==> config.mk <==
export PLATFORM = sky130hd
export DESIGN_NAME = sdram_rd_streamer
export DESIGN_NICKNAME = d
export VERILOG_FILES = /design/src/rtl/sdram_pkg.sv /design/src/rtl/sdram_skid_buf.sv /design/src/rtl/sdram_rd_streamer.sv
export SDC_FILE = /design/constraint.sdc
export NUM_CORES = 1
export LEC_CHECK = 0
export CORE_ASPECT_RATIO = 0.6
export CORE_MARGIN = 2
export CORE_UTILIZATION = 45
export DETAILED_ROUTE_END_ITERATION = 10
export PLACE_DENSITY_LB_ADDON = 0.15
export SLEW_MARGIN = 20
export SYNTH_ARGS = -nofsm -noshare
export SYNTH_HDL_FRONTEND = slang
export SYNTH_SLANG_ARGS = --single-unit
==> constraint.sdc <==
create_clock -name clk -period 3.87 [get_ports clk]
set_clock_uncertainty 0.1 [all_clocks]
set_input_delay 0.5805 -clock clk [delete_from_list [all_inputs] [get_ports clk]]
set_output_delay 0.5805 -clock clk [all_outputs]
set_load 0.01 [all_outputs]
==> src/rtl/sdram_pkg.sv <==
// Shared types and defaults for the SDRAM read-port streamer.
package sdram_pkg;

  localparam int DATA_W_DEF = 16;
  localparam int LEN_W_DEF  = 24;

  typedef enum logic [2:0] {
    ST_IDLE,
    ST_LOAD,
    ST_ARM,
    ST_STREAM,
    ST_FIN
  } state_t;

endpackage

==> src/rtl/sdram_skid_buf.sv <==
// Two-entry register buffer between the read FIFO output and the stream port.
module sdram_skid_buf
  import sdram_pkg::*;
#(
  parameter int DATA_W = DATA_W_DEF
) (
  input  logic              clk,
  input  logic              rst,
  input  logic              flush,
  input  logic              push,
  input  logic              pop,
  input  logic [DATA_W-1:0] din,
  output logic [DATA_W-1:0] dout,
  output logic [1:0]        occ
);

  logic [DATA_W-1:0] r_head;
  logic [DATA_W-1:0] r_tail;
  logic [1:0]        r_occ;

  always_ff @(posedge clk) begin
    if (rst || flush) begin
      r_occ <= 2'd0;
    end else if (push && !pop) begin
      r_occ <= r_occ + 2'd1;
    end else if (pop && !push) begin
      r_occ <= r_occ - 2'd1;
    end
  end

  // Entries carry no reset; occupancy alone decides what is valid.
  always_ff @(posedge clk) begin
    if (pop) begin
      if (push && r_occ == 2'd1) begin
        r_head <= din;
      end else begin
        r_head <= r_tail;
      end
    end else if (push && r_occ == 2'd0) begin
      r_head <= din;
    end
    if (push && ((r_occ == 2'd1 && !pop) || (r_occ == 2'd2 && pop))) begin
      r_tail <= din;
    end
  end

  assign dout = r_head;
  assign occ  = r_occ;

endmodule

==> src/rtl/sdram_rd_streamer.sv <==
// Pops one frame from the SDRAM read FIFO and forwards it as a valid/ready
// stream with a last marker.
module sdram_rd_streamer
  import sdram_pkg::*;
#(
  parameter int DATA_W   = DATA_W_DEF,
  parameter int LEN_W    = LEN_W_DEF,
  parameter int LOAD_CYC = 4
) (
  input  logic              clk,
  input  logic              rst,
  input  logic              start,
  input  logic              abort,
  input  logic [LEN_W-1:0]  frame_len,
  input  logic              sdram_init_done,
  output logic              rd_load,
  output logic              sdram_read_valid,
  input  logic              rdf_empty,
  output logic              rd_en,
  input  logic [DATA_W-1:0] rd_data,
  output logic [DATA_W-1:0] m_data,
  output logic              m_valid,
  input  logic              m_ready,
  output logic              m_last,
  output logic              busy,
  output logic              done
);

  localparam int LCW = (LOAD_CYC < 2) ? 1 : $clog2(LOAD_CYC);
  localparam logic [LCW-1:0] LOAD_LAST = LCW'(LOAD_CYC - 1);

  state_t            r_state;
  logic [LEN_W-1:0]  r_len;
  logic [LEN_W-1:0]  r_issued;
  logic [LEN_W-1:0]  r_sent;
  logic [LCW-1:0]    r_load_cnt;
  logic              r_inflight;

  logic [1:0]        w_occ;
  logic [DATA_W-1:0] w_head;
  logic              w_stream;
  logic              w_valid;
  logic              w_pop;
  logic              w_last;
  logic              w_rd_en;
  logic              w_flush;

  assign w_stream = (r_state == ST_STREAM);
  assign w_valid  = (w_occ != 2'd0);
  assign w_pop    = w_valid && m_ready;
  assign w_last   = w_valid && (r_sent == r_len - LEN_W'(1));
  assign w_flush  = abort && (r_state != ST_IDLE);

  // A pop in the same cycle frees a slot, which keeps one word per clock flowing.
  assign w_rd_en = w_stream && !abort && !rst && !rdf_empty && (r_issued < r_len) &&
                   (({1'b0, w_occ} + {2'b00, r_inflight}) < (3'd2 + {2'b00, w_pop}));

  sdram_skid_buf #(
    .DATA_W(DATA_W)
  ) u_buf (
    .clk  (clk),
    .rst  (rst),
    .flush(w_flush),
    .push (r_inflight),
    .pop  (w_pop),
    .din  (rd_data),
    .dout (w_head),
    .occ  (w_occ)
  );

  always_ff @(posedge clk) begin
    if (rst) begin
      r_state    <= ST_IDLE;
      r_len      <= '0;
      r_issued   <= '0;
      r_sent     <= '0;
      r_load_cnt <= '0;
      r_inflight <= 1'b0;
    end else if (w_flush) begin
      r_state    <= ST_IDLE;
      r_issued   <= '0;
      r_sent     <= '0;
      r_inflight <= 1'b0;
    end else begin
      r_inflight <= w_rd_en;
      case (r_state)
        ST_IDLE: begin
          if (start) begin
            r_len      <= frame_len;
            r_issued   <= '0;
            r_sent     <= '0;
            r_load_cnt <= '0;
            r_state    <= (frame_len == '0) ? ST_FIN : ST_LOAD;
          end
        end
        ST_LOAD: begin
          if (r_load_cnt == LOAD_LAST) begin
            r_state <= ST_ARM;
          end else begin
            r_load_cnt <= r_load_cnt + LCW'(1);
          end
        end
        ST_ARM: begin
          if (sdram_init_done) begin
            r_state <= ST_STREAM;
          end
        end
        ST_STREAM: begin
          if (w_rd_en) begin
            r_issued <= r_issued + LEN_W'(1);
          end
          if (w_pop) begin
            r_sent <= r_sent + LEN_W'(1);
            if (w_last) begin
              r_state <= ST_FIN;
            end
          end
        end
        ST_FIN: begin
          r_issued <= '0;
          r_sent   <= '0;
          r_state  <= ST_IDLE;
        end
        default: r_state <= ST_IDLE;
      endcase
    end
  end

  assign rd_load          = (r_state == ST_LOAD);
  assign sdram_read_valid = w_stream;
  assign rd_en            = w_rd_en;
  assign m_valid          = w_valid;
  assign m_data           = w_valid ? w_head : '0;
  assign m_last           = w_last;
  assign busy             = (r_state != ST_IDLE);
  assign done             = (r_state == ST_FIN);

endmodule

==> results of run 1 <==
## logic make-up (layout without fill, tap and decap cells)
logic type	count (synthesis)	count (layout)	synth area share, %
fa+ha+maj	33	33	6.186
compound gates	151	151	15.31
mux	26	26	4.199
simple gates	317	317	24.95
buf+inv	74	146	4.442
flops	112	112	38.39
xor+xnor	48	48	6.523
## area by class of cell
type	count	area, um^2	share of cell area (%)
well taps	198	247.7	3.108
flip-flops and latches	112	2572	32.28
inverters	40	150.1	1.884
multi-input cells	575	3869	48.54
repair buffers	90	850.8	10.68
clock inverters	7	55.05	0.6907
clock buffers	9	225.2	2.826
## routing by layer
layer | vias to the layer above | track usage [%] | part of all wire [%]
met1 | 2882 | 39.54 | 53
met4 | 0 | 4.670 | 0.88
met3 | 14 | 4.206 | 7.4
met2 | 217 | 33.48 | 39
met5 | - | 0 | 0
li1 | 2859 | - | -
## critical path: cells and delay by family, from the launching register on
family                     cells  cell delay, ns
AOI/OAI and AO/OA              5            1.09
adders and majority gates      1            0.31
buffers and inverters          4            0.90
DFF                            1            0.40
## synth_stat cells, drive strengths merged (5+ instances only)
cell / n / share of area, %
nand2: 93 / 5.3
dfxtp: 80 / 24
a21oi: 62 / 4.6
nor2: 54 / 3.0
inv: 40 / 2.2
ha: 33 / 6.2
edfxtp: 32 / 14
clkbuf: 27 / 1.5
xnor2: 27 / 3.5
nand3: 26 / 1.9
nor2b: 22 / 2.1
xor2: 20 / 2.6
o21ai: 18 / 1.5
or3: 18 / 1.7
nor3: 17 / 1.4
mux2: 16 / 2.7
nand4: 16 / 1.5
and3: 13 / 1.2
a21o: 11 / 1.3
nor4: 11 / 1.3
mux2i: 10 / 1.5
nand2b: 8 / 0.75
or4: 8 / 1.0
and2: 7 / 0.66
buf: 7 / 0.67
and4: 6 / 0.79
o31ai: 6 / 0.67
o211ai: 5 / 0.64
o21a: 5 / 0.56
## power by group through the flow
| stage | clock (uW) | combinational (uW) | sequential, uW |
|---|---|---|---|
| floorplan | 0 | 869 | 1350 |
| global placement | 0 | 1220 | 1400 |
| detailed placement | 0 | 1240 | 1410 |
| CTS | 929 | 1270 | 1390 |
| global route | 973 | 1430 | 1410 |
| finish | 912 | 1310 | 1390 |
## final timing paths
check | end
max | rd_en
min | r_issued[23]
max reg2reg | r_issued[20]
min reg2reg | r_issued[23]
## timing repair
item,CTS,global route
setup buffers,0,2
setup endpoints to repair,1,2
pin swaps,3,4
gates resized for setup,11,9
## layout by cell type (no fill, tap or decap), types with 7 or more instances in the layout
cell type,netlist,layout
a21o_1,9,9
a21oi_1,62,61
and2_1,7,7
and3_1,12,12
buf_4,0,21
clkbuf_16,0,9
clkdlybuf4s50_1,0,68
dfxtp_1,80,72
dfxtp_2,0,8
edfxtp_1,32,32
ha_1,33,32
inv_1,39,39
mux2_2,16,16
mux2i_1,10,10
nand2_1,92,92
nand2b_1,8,8
nand3_1,26,26
nand4_1,16,16
nor2_1,54,53
nor2b_1,22,22
nor3_1,15,12
nor4_1,10,9
o21ai_0,15,15
or3_1,18,18
xnor2_1,27,27
xor2_1,20,20
## registers in the layout (all words and copies together), names as in the netlist
register,count
r_issued,24
r_inflight,1
u_buf.r_tail,16
u_buf.dout,16
r_load_cnt,2
u_buf.occ,2
r_sent,24
r_len,24
r_state,3
## through the flow
stage,util [%],hold WS [ns],cells,setup slack [ns]
final,54.94,0.3914,1031,0.1245
after global placement,52.46,0.3624,1013,0.1919
after global routing,54.94,0.4235,1031,0.006215
after floorplan,-,0.3471,761,0.8836
after detailed placement,52.46,0.3810,1013,0.1774
after CTS,54.67,0.3979,1029,0.004760
==> results.tsv, run 1 <==
metric	value	unit
drt_wl_total	19080	um
final_cell_area	7970	um^2
layout-drive-gt1-share	11.16	%
rsz0062_at_grt	false	
nets	908	
drtPass1Iterations	5	
die_h	98.34	um
initial_core_util	46.02	%
setup_tns	0	ns
syn_area_per_cell	8.772	um^2
rrSetupSlack	0.66	ns
hold_violations	0	
synth.cell_area	6675	um^2
fp-row-count	34	
synth_warnings	0	
place.gp.congestion	0.8466	
post-route-drc-count	0	
slew_viol_final	0	
startpoint	r_len[6]	
hp-class	flop to flop	
seqPwrFrac	38.5	%
h-tree-depth	3	
grt_first_pass_wirelength	30400	um
worstReg2RegStart	u_buf.occ[0]	
dieWidth	161.2	um
p_sw_share	37.76	%
grt_max_degree	36	
maxCapViolCount	0	
syn_inst	761	
p_leak	0.002860	uW
min_from	r_issued[23]	
fmax	0.2670	GHz
grt_pass1_vias	5628	
vias_per_cell	5.792	
vias	5972	
antenna_left	0	
clk_pin_slew	0.08	ns
cts-root-buf	clkbuf_16	
ctsLongestPathBuffers	2	
placed_cell_area	7610	um^2
status	finished clean	
p_switching	1367	uW
period_minus_slack	3.746	ns
slowest_delay	0.57	ns
total_power	3620	uW
worstSetupStartpointType	flop	
synth.net_count	841	
antenna_found_initial	0	
clock_sinks	112	
async_flop_share	0	%
ys_seq_area_share	38.39	%
n_antenna_cell	0	
fin_crit_sh	96.78	%
power_density	454.2	nW/um^2
synth-edff-count	32	
area_delta_synth_final	19.40	%
grt_overflow	0	
criticalPathCategory	flop to output port	
numCtsBuffers	9	
holdBufCountCts	0	
drt_iter0_markers	478	
internal_power	2253	uW
hpwl	14560	um
io-pin-count	70	
max_slew.worst_pin.slew	1.051	ns
die_area	15860	um^2
critPathSlowestCell	clkdlybuf4s50_1	
final-setup-viol-count	0	
ys.flop_type	dfxtp_1	
fillers	1322	
cp_max_fo	6	
io_buffers	69	
synth-seq-cells	112	
ir_worst_vdd	0.2315	mV
arrival	3.07	ns
slew-limit-headroom	29.97	%
min_path_cells	2	
core-area	14510	um^2
clk_latency	0.35	ns
synth_cell_types	84	
comb_power_share	36.3	%
cp.required	3.19	ns
pwr-share-clk	25.2	%
cts_tree	done	
crit_chain	buf_4 -> inv_1 -> ha_1 -> a21o_1 -> a211o_1 -> a31oi_1 -> o21ai_1 -> a21o_1 -> inv_1 -> clkdlybuf4s50_1	
post_drt_wl_per_cell	18.51	um
crit_path_end_kind	output port	
rr_worst_depth	10	
grt_use_total	24.45	%
Note: power is estimated with default switching activity, not from simulation.
==> inputs of run 2 (changes only) <==
--- a/config.mk
+++ b/config.mk
@@ -5,6 +5,7 @@
 export SDC_FILE = /design/constraint.sdc
 export NUM_CORES = 1
 export LEC_CHECK = 0
+export CAP_MARGIN = 10
 export CORE_ASPECT_RATIO = 0.6
 export CORE_MARGIN = 2
 export CORE_UTILIZATION = 45
==> results of run 2 <==
The final DEF is identical to that of run 1; final timing and power are the same.
==> inputs of run 3 (changes only) <==
--- a/config.mk
+++ b/config.mk
@@ -6,9 +6,10 @@
 export NUM_CORES = 1
 export LEC_CHECK = 0
 export CAP_MARGIN = 10
+export CELL_PAD_IN_SITES_DETAIL_PLACEMENT = 1
+export CELL_PAD_IN_SITES_GLOBAL_PLACEMENT = 2
 export CORE_ASPECT_RATIO = 0.6
-export CORE_MARGIN = 2
-export CORE_UTILIZATION = 45
+export CORE_UTILIZATION = 35
 export DETAILED_ROUTE_END_ITERATION = 10
 export PLACE_DENSITY_LB_ADDON = 0.15
 export SLEW_MARGIN = 20
==> results.tsv, run 3 (synthesized netlist as in run 1, its figures left out) <==
metric	value	unit
rr_worst_depth	11	
vias_per_cell	5.486	
rsz0062_at_grt	false	
reg.largest.list	r_issued: 24 flops, r_len: 24 flops, r_sent: 24 flops	
crit_path_end_kind	output port	
max_slew.worst_pin.slew	0.9396	ns
criticalPathCategory	flop to output port	
fin_crit_sh	94.83	%
fp-row-count	38	
drt_wl_total	21540	um
holdWs	0.3892	ns
die_area	19650	um^2
p_leak	0.002862	uW
fmax	0.2725	GHz
total_power	3678	uW
post-route-drc-count	0	
grt_use_total	23.09	%
status	finished clean	
layout-drive-gt1-share	10.99	%
grt_max_degree	36	
rrSetupSlack	0.65	ns
drt_iter0_markers	360	
n_antenna_cell	0	
antenna_found_initial	0	
final_cell_area	8044	um^2
hold_violations	0	
cts-root-buf	clkbuf_16	
dieWidth	180.3	um
drtPass1Iterations	4	
clk_pin_slew	0.07	ns
grt_pass1_vias	6160	
final_common_cell	nand2_1	
cp.required	3.19	ns
hp-class	flop to flop	
antenna_left	0	
arrival	2.99	ns
slew-limit-headroom	37.21	%
worstReg2RegStart	u_buf.occ[1]	
timing.rr.end	r_issued[14]	
power_density	457.3	nW/um^2
layout_common_cells	nand2_1 (92), dfxtp_1 (76), clkdlybuf4s50_1 (68)	
io-pin-count	70	
area_delta_synth_final	20.51	%
cp_max_fo	9	
ctsLongestPathBuffers	2	
min_to	r_len[20]	
min_path_cells	2	
grt_first_pass_wirelength	34700	um
nets	912	
fin_cells	1077	
ir_worst_vdd	0.2130	mV
period_minus_slack	3.670	ns
setup_tns	0	ns
place_inst	1058	
maxCapViolCount	0	
numCtsBuffers	9	
vias	5908	
die_h	109.0	um
slew_viol_final	0	
hpwl	16850	um
initial_core_util	36.37	%
fillers	2123	
h-tree-depth	3	
post_drt_wl_per_cell	20.00	um
cts_tree	done	
clk_latency	0.36	ns
clock_sinks	112	
placed_cell_area	7685	um^2
final-setup-viol-count	0	
place.gp.congestion	0.8695	
io_buffers	69	
grt_overflow	0	
worstSetupStartpointType	flop	
core-area	18350	um^2
min_from	r_len[20]	
-- run 3: worst max path at each step --
stage,start,to,slack (ns),depth (start not counted)
2_1_floorplan,r_len[2],m_last,0.88,7
3_3_place_gp,r_len[3],m_last,0.13,9
3_5_place_dp,r_len[3],m_last,0.09,9
4_1_cts,r_len[6],rd_en,0.06,9
5_1_grt,r_len[0],m_last,0.004,10
6_report,r_len[6],rd_en,0.20,9
-- run 3: area by class of cell --
class	count	area (um^2)	share of cell area, %
Clock buffer	10	229.0	2.846
Sequential cell	112	2567	31.92
Multi-Input combinational cell	575	3872	48.14
Clock inverter	6	43.79	0.5444
Timing Repair Buffer	94	880.8	10.95
Tap cell	240	300.3	3.733
Inverter	40	150.1	1.867
-- run 3: layer usage --
layer | share of wire (%) | global-route usage, % | vias to the layer above
met5 | 0 | 0 | -
met1 | 54 | 35.22 | 2907
li1 | - | - | 2870
met3 | 5.4 | 4.476 | 16
met4 | 0.84 | 5.067 | 0
met2 | 40 | 33.00 | 115
-- run 3: through the flow --
| step | setup WS [ns] | util (%) |
|---|---|---|
| finish | 0.1999 | 43.83 |
| global route | 0.004271 | 43.83 |
| CTS | 0.06378 | 43.81 |
| detailed placement | 0.08839 | 41.87 |
| global placement | 0.1258 | 41.87 |
| floorplan | 0.8836 | - |
-- run 3: repair_timing --
action | 4_1_cts | 5_1_grt
hold buffers | 0 | 0
endpoints found under the setup margin | 1 | 2
pin swaps | 7 | 1
buffers inserted | 3 | 0
gates cloned | 0 | 0
resized for setup | 15 | 3
-- run 3: worst max-delay path: stages (launching register included) --
cell	delay, ns
dfxtp_2	0.47
inv_1	0.08
ha_1	0.31
a21o_1	0.18
a211o_1	0.29
a31oi_1	0.19
o21ai_1	0.18
a21o_1	0.24
inv_1	0.11
clkdlybuf4s50_1	0.57
-- run 3: power by group --
part           internal [uW]  switching (uW)
registers               1280             116
logic                    549             820
clock network            443             473
